## src/rtl/adder_result_collector.sv

```systemverilog
// adder_result_collector: captures {carry,sum} results from the 8-bit adder
// into a first-word-fall-through FIFO, drained by a valid/ready consumer, and
// keeps a modulo running total of every accepted result.
module adder_result_collector #(
    parameter int DEPTH = 8,
    parameter int ACC_W = 16,
    localparam int AW = $clog2(DEPTH),
    localparam int CW = AW + 1
) (
    input  logic             clk,
    input  logic             reset,
    input  logic             Data_ready,
    input  logic [7:0]       Sum_result,
    input  logic             Sum_carry,
    input  logic             Clr_acc,
    input  logic             Out_ready,
    output logic             Out_valid,
    output logic [8:0]       Out_data,
    output logic [CW-1:0]    Fifo_count,
    output logic [ACC_W-1:0] Acc_total,
    output logic             Acc_wrap,
    output logic             Overflow
);

    // Zero-extended add; the extra top bit is the wrap indication.
    function automatic logic [ACC_W:0] acc_add(input logic [ACC_W-1:0] base,
                                               input logic [8:0] val);
        acc_add = {1'b0, base} + (ACC_W+1)'(val);
    endfunction

    logic [8:0]       mem [DEPTH];
    logic [AW-1:0]    wr_ptr;
    logic [AW-1:0]    rd_ptr;
    logic [CW-1:0]    count;
    logic [8:0]       din;
    logic             full;
    logic             push;
    logic             pop;
    logic [ACC_W:0]   acc_sum;

    assign din       = {Sum_carry, Sum_result};
    assign full      = (count == CW'(DEPTH));
    assign Out_valid = (count != '0);
    assign pop       = Out_valid && Out_ready;
    // A full FIFO still accepts a result when the head leaves in the same cycle.
    assign push      = Data_ready && (!full || pop);
    assign Out_data  = Out_valid ? mem[rd_ptr] : 9'd0;
    assign Fifo_count = count;
    assign acc_sum   = acc_add(Acc_total, din);

    // Storage write; payload is data only, so it carries no reset.
    always_ff @(posedge clk) begin
        if (push) begin
            mem[wr_ptr] <= din;
        end
    end

    // Pointers, occupancy and the sticky overflow flag.
    always_ff @(posedge clk) begin
        if (reset) begin
            wr_ptr   <= '0;
            rd_ptr   <= '0;
            count    <= '0;
            Overflow <= 1'b0;
        end else begin
            if (push) begin
                wr_ptr <= wr_ptr + AW'(1);
            end
            if (pop) begin
                rd_ptr <= rd_ptr + AW'(1);
            end
            if (push && !pop) begin
                count <= count + CW'(1);
            end else if (pop && !push) begin
                count <= count - CW'(1);
            end
            if (Data_ready && !push) begin
                Overflow <= 1'b1;
            end
        end
    end

    // Running total; a clear in the same cycle as a push restarts from that value.
    always_ff @(posedge clk) begin
        if (reset) begin
            Acc_total <= '0;
            Acc_wrap  <= 1'b0;
        end else if (Clr_acc) begin
            Acc_total <= push ? ACC_W'(din) : '0;
            Acc_wrap  <= 1'b0;
        end else if (push) begin
            Acc_total <= acc_sum[ACC_W-1:0];
            if (acc_sum[ACC_W]) begin
                Acc_wrap <= 1'b1;
            end
        end
    end

endmodule
```

## config.mk

```make
export PLATFORM = sky130hd
export DESIGN_NAME = adder_result_collector
export DESIGN_NICKNAME = d
export VERILOG_FILES = /design/src/rtl/adder_result_collector.sv
export SDC_FILE = /design/constraint.sdc
export NUM_CORES = 1
export LEC_CHECK = 0
export BUFFER_PORTS_ARGS = -buffer_cell sky130_fd_sc_hd__buf_2
export CAP_MARGIN = 20
export CORE_UTILIZATION = 50
export CTS_CLUSTER_SIZE = 30
export DETAILED_ROUTE_END_ITERATION = 7
export GPL_TIMING_DRIVEN = 0
export PLACE_DENSITY = 0.69
export SLEW_MARGIN = 10
export SYNTH_ARGS = -nofsm -noshare
export SYNTH_HDL_FRONTEND = slang
export SYNTH_SLANG_ARGS = --single-unit
```

## constraint.sdc

```tcl
create_clock -name clk -period 2.9 [get_ports clk]
set_input_delay 0.58 -clock clk [delete_from_list [all_inputs] [get_ports clk]]
set_output_delay 0.58 -clock clk [all_outputs]
set_load 0.01 [all_outputs]
```

==> flow_summary.toml, run 1 <==
[cts]
clkLatencyLatePin_ns = 0.38
cts_root_buf = "clkbuf_8"
cts_buffers = 9
cts_tree = "done"
clock_path_buffers = 2
cts.sinks = 103
cts.clk_slew.worst_paths_ns = 0.10
h-tree-depth = 3
ctsHoldBuffers = 0

[finish]
n_antenna_cell = 0
multiInputGateArea_um2 = 1722
nets = 420
fillers = 708
syn2layout_area_growth_pct = 14.14
stdcell_count = 503
layout_commonest_cell = "edfxtp_1"
final_cell_mix = "edfxtp_1 (72), buf_2 (44), dfxtp_1 (28)"
seq_area_um2 = 2786
layout-drive-gt1-share_pct = 27.34

[synthesis]
synth_area_um2 = 4558
async_reset_ff_share_pct = 0
yosys.area.top_type = "edfxtp_1"
ys_types = 53
synth_warnings = 0
seq_area_frac_synth_pct = 61.05
syn_area_per_cell_um2 = 13.90
yosys-top-cells-area = "edfxtp_1 (47%), dfxtp_1 (14%), mux4_2 (8.9%)"
syn_inst = 328
ys_ff_latch = 103
synth_edf_count = 72
synth_top_area_share_pct = 47.43
synth_fp_nets = 358
dominantRegCellSynth = "edfxtp_1"

[setup_path]
path_delay_family = "compound AO/OA/AOI/OAI gates"
cp_num_buf_inv = 4
crit_slowest_cell = "dfxtp_2"
cp-start-kind = "register"
path_cells = "nor3_2, a21bo_1, inv_2, buf_4, buf_4, ha_1, inv_1, ha_1, a21o_1, a21oi_1, xnor2_1, or3_1, a21oi_1"
critical_path_class = "reg2reg"
cp.required_ns = 3.20
worstPathMaxFanout = 10
crit_arrival_ns = 3.09
max_stage_delay_ns = 0.39
end_kind = "register"

[drt]
wl_met2_um = 4711
drt-total-wl_um = 9413
route.met3.wl_um = 357
wl_met1_um = 4247
drt_pre_antenna_iters = 5
vias = 2955
topRoutingLayerUsed = "met4"
drtAntennaViolNets = 0
post-route-drc-count = 0
drt_iter0_drc = 92
vias_per_cell = 5.875
wl_per_cell_um = 18.71

[place]
place_congestion = 0.8320
place_hpwl_um = 6680
portBuffers = 44
dp_cells = 487

[floorplan]
io_pins = 46
die_x_um = 97.48
coreArea_um2 = 8763
initial_core_util_pct = 52.01
die_area_um2 = 9502
fp-row-count = 34
die_y_um = 97.48

[timing]
period_share_pct = 96.10
worstMarginPinSlew_ns = 0.8615
slew_headroom_pct = 42.35
hold_violations = 0
max_freq_mhz = 358.8
maxSlewViolCount = 0
skew_ns = 0.01225
setup_viol = 0
final.min_clock_period_ns = 2.787
setup_tns_ns = 0
rsz0062_at_grt = "true"

[global_route]
first_global_vias = 2909
grt_usage_pct = 21.20
grt_pass1_wl_um = 15300
grt-ovfl-total = 0
grt_max_degree = 20
antenna_found_initial = 0

[power_and_ir_drop]
power.total_mw = 3.747
cellLeakagePower_nw = 1.882
powerDensity_nw_per_um2 = 720.2
ir_worst_vdd_mv = 0.3010

[worst_hold_path]
hold_class = "in2reg"

[run_status]
status = "complete, no violations"

[flow_run]
maxCapViolCount = 0
[power breakdown]
group	total, mW	leakage [nW]	internal, mW	switching [mW]
combinational	1.13	0.884	0.539	0.595
clock	0.857	0.0899	0.330	0.527
sequential	1.76	0.908	1.68	0.0770
[Yosys cell counts, types with 3 or more instances]
library cell and count:
mux2i_1 10, a31oi_1 5, nor2_1 27, nor3b_1 3, a21o_1 5, buf_4 3
a21oi_1 21, a211o_1 4, nand2_1 21, xor2_1 5, o21ai_1 4, dfxtp_1 31
ha_1 14, xnor2_1 5, mux4_2 18, edfxtp_1 72, a211oi_1 5, clkbuf_1 7
or3_1 6, o21ai_0 6, nand3_1 10, inv_1 3, and3_1 3
[flip-flops by register name, indices dropped and copies added (netlist names), named ones only]
name	cells
Acc_wrap	1
Acc_total	16
rd_ptr	3
wr_ptr	3
Fifo_count	4
Overflow	1
mem	72
[timing repair]
item / 4_1_cts / 5_1_grt
resized for setup: 0 / 4
endpoints found under the setup margin: 10 / 9
setup buffers: 1 / 0
pin swaps: 1 / 0
[worst reg2reg max path, delay by kind of cell, from the launching register on]
| kind | cells | cell delay [ns] |
|---|---|---|
| AOI/OAI and AO/OA | 4 | 0.68 |
| buffers and inverters | 4 | 0.56 |
| and+or+nand+nor | 2 | 0.53 |
| adders and majority gates | 2 | 0.47 |
| DFF | 1 | 0.39 |
| xor gates and xnor gates | 1 | 0.09 |
[cell type report]
| cell class | instances | share of cell area (%) |
|---|---|---|
| tap | 108 | 2.597 |
| clock inverter | 7 | 1.227 |
| timing repair buffer | 52 | 5.387 |
| inverter | 4 | 0.2886 |
| sequential | 103 | 53.56 |
| clock buffer | 9 | 2.381 |
| buffer | 14 | 1.467 |
| multi-input combinational | 206 | 33.09 |
[per-stage QoR]
step                      hold slack [ns]  setup slack [ns]  util [%]  area (um2)
after floorplan                    0.4541            0.2292         -        4558
after global placement             0.4367           -0.8464     56.07        4913
after detailed placement           0.4516           -0.1880     57.11        5005
after CTS                          0.4379          0.001730     59.29        5196
after global routing               0.4496          -0.07656     59.37        5202
final                              0.4586            0.1131     59.37        5202
[cell families (layout without fill, tap and decap cells)]
kind of cell / count (synthesis) / count (layout) / share of synthesized area [%]
compound gates: 62 / 62 / 8.894
xor+xnor: 10 / 10 / 1.921
fa+ha+maj: 16 / 16 / 4.721
buf+inv: 19 / 86 / 2.031
flops: 103 / 103 / 61.05
mux: 28 / 28 / 11.09
simple gates: 90 / 90 / 10.29
[final timing paths]
| kind | startpoint | end | slack [ns] | depth (start not counted) |
|---|---|---|---|---|
| min reg2reg | Acc_wrap | Acc_wrap | 0.47 | 2 |
| max reg2reg | Fifo_count[0] | Fifo_count[3] | 0.11 | 13 |
| max | Fifo_count[0] | Fifo_count[3] | 0.11 | 13 |
| min | Data_ready | Overflow | 0.46 | 3 |
[metal layers]
layer	GRT usage, %	vias up
met5	0	-
met4	7.466	0
met3	4.532	8
met2	34.70	76
met1	28.04	1471
li1	-	1400
No activity file was read; power rests on OpenSTA's default activity.
==> run 2: changes to the inputs <==
--- a/config.mk
+++ b/config.mk
@@ -7,11 +7,12 @@
 export LEC_CHECK = 0
 export BUFFER_PORTS_ARGS = -buffer_cell sky130_fd_sc_hd__buf_2
 export CAP_MARGIN = 20
+export CORE_ASPECT_RATIO = 0.6
 export CORE_UTILIZATION = 50
 export CTS_CLUSTER_SIZE = 30
 export DETAILED_ROUTE_END_ITERATION = 7
 export GPL_TIMING_DRIVEN = 0
-export PLACE_DENSITY = 0.69
+export PLACE_DENSITY = 0.72
 export SLEW_MARGIN = 10
 export SYNTH_ARGS = -nofsm -noshare
 export SYNTH_HDL_FRONTEND = slang
==> constraint.sdc (replaced) <==
create_clock -name clk -period 2.44 [get_ports clk]
set_input_delay 0.488 -clock clk [delete_from_list [all_inputs] [get_ports clk]]
set_output_delay 0.488 -clock clk [all_outputs]
set_load 0.01 [all_outputs]
==> flow_summary.toml, run 2 (synthesized netlist as in run 1, its figures left out) <==
[global_route]
grt_pass1_wl_um = 15810
grt-ovfl-total = 0
first_global_vias = 2798
grt_max_degree = 21
grt_usage_pct = 22.52
antenna_found_initial = 0

[flow_run]
maxCapViolCount = 0

[cts]
h-tree-depth = 3
cts.sinks = 103
cts_buffers = 9
cts_root_buf = "clkbuf_16"
clock_path_buffers = 2
clkLatencyLatePin_ns = 0.35
cts.clk_slew.worst_paths_ns = 0.08
cts_tree = "done"

[worst_hold_path]
holdPathStages = 3
hold_class = "in2reg"

[timing]
period_share_pct = 99.59
setup_viol = 0
maxSlewViolCount = 0
rsz0062_at_grt = "true"
max_freq_mhz = 411.5
hold_violations = 0
skew_ns = 0.007941
final.min_clock_period_ns = 2.430
worstMarginPinSlew_ns = 0.8699
slew_headroom_pct = 41.69

[finish]
layout_commonest_cell = "edfxtp_1"
largest_reg_flops = 72
final_cell_mix = "edfxtp_1 (72), buf_2 (44), dfxtp_1 (26), nor2_1 (26), buf_4 (21)"
nets = 433
design_area_um2 = 5639
layout-drive-gt1-share_pct = 34.31
syn2layout_area_growth_pct = 23.72
n_antenna_cell = 0
largest_register = "mem"
fillers = 620
multiInputGateArea_um2 = 1853
seq_area_um2 = 2799

[setup_path]
cp.required_ns = 2.72
max_stage_delay_ns = 0.39
rr_endpoint = "Fifo_count[3]"
endpoint = "Fifo_count[3]"
crit_slowest_cell = "or3_4"
reg2reg_depth = 12
crit_path_start = "Fifo_count[3]"
path_cells = "buf_4, nor4_4, inv_2, nand2_4, ha_4, inv_4, ha_4, a21o_1, a21oi_2, xnor2_2, or3_4, a21oi_2"
worstPathMaxFanout = 4
end_kind = "register"
crit_arrival_ns = 2.71
r2r_start = "Fifo_count[3]"
ff2ff_setup_slack_ns = 0.01
cp-start-kind = "register"
critical_path_class = "reg2reg"

[floorplan]
io_pins = 46
initial_core_util_pct = 52.48
die_y_um = 75.96
fp-row-count = 26
coreArea_um2 = 8686
die_x_um = 125.3
die_area_um2 = 9514

[place]
place_congestion = 0.8396
place_hpwl_um = 6828
place_area_um2 = 4987
portBuffers = 44

[drt]
vias_per_cell = 5.825
drt_iter0_drc = 297
drt_pre_antenna_iters = 7
wl_per_cell_um = 19.26
drt-total-wl_um = 10020
post-route-drc-count = 0
drtAntennaViolNets = 0
vias = 3029

[power_and_ir_drop]
ir_worst_vdd_mv = 0.4719
power.total_mw = 5.453
powerDensity_nw_per_um2 = 967.0
cellLeakagePower_nw = 2.066

[run_status]
status = "complete, no violations"
==> run 2: cell count changes in the layout (fill, tap and decap cells not counted), moves of 3 or more <==
cell	before	now
buf_4	11	21
clkbuf_16	0	10
clkbuf_8	9	0
dfxtp_4	0	4
mux2i_1	10	7
==> run 2: worst min-delay path by stage <==
stage	startpoint	end	slack, ns
after floorplan	rd_ptr[1]	register	0.45
after global placement	Acc_wrap	Acc_wrap	0.43
after detailed placement	Acc_wrap	Acc_wrap	0.44
after CTS	Data_ready	Overflow	0.39
after global routing	Data_ready	Overflow	0.42
final	Data_ready	Overflow	0.40
==> run 2: area by class of cell <==
cell class | instances | area share (%)
tap | 112 | 2.485
multi-input combinational | 206 | 32.86
timing repair buffer | 67 | 7.411
clock buffer | 9 | 3.994
inverter | 4 | 0.3550
sequential | 103 | 49.63
buffer | 12 | 1.575
clock inverter | 7 | 1.686
==> run 2: power breakdown <==
group	internal [mW]	switching (mW)
combinational	0.944	0.890
clock	0.830	0.697
sequential	2.01	0.0861
total	3.78	1.67
==> run 2: layer usage <==
layer	vias to the layer above	wire length (um)	global-route usage (%)	share of wire, %
met4	0	80	5.732	0.80
li1	1419	-	-	-
met2	121	4332	30.11	43
met1	1480	4846	36.60	48
met3	9	756	4.802	7.5
met5	-	0	0	0
==> run 2: repair_timing <==
item	in CTS	in global routing
setup buffers	9	12
gates resized for setup	25	15
cloned	0	1
setup endpoints to repair	55	28
pin swaps	4	10
hold buffers	0	0
==> run 2: critical path, delay by kind of cell (launching register included) <==
| kind | cells | cell delay (ns) |
|---|---|---|
| buffers and inverters | 3 | 0.29 |
| AO/OA/AOI/OAI | 3 | 0.47 |
| flip-flops | 1 | 0.34 |
| AND/OR/NAND/NOR | 3 | 0.80 |
| XOR/XNOR | 1 | 0.10 |
| adder cells (fa/ha/maj) | 2 | 0.35 |
==> run 2: through the flow <==
step	setup WS [ns]	setup TNS (ns)	hold slack, ns	utilization (%)	instances
final	0.01005	0	0.3985	64.92	520
after global routing	-0.08503	-0.08503	0.4210	64.92	520
after CTS	-0.00005218	-0.00005218	0.3933	63.11	509
after detailed placement	-0.4068	-15.71	0.4360	57.42	485
after global placement	-0.8086	-34.57	0.4313	57.03	484
after floorplan	0.001734	0	0.4541	-	328
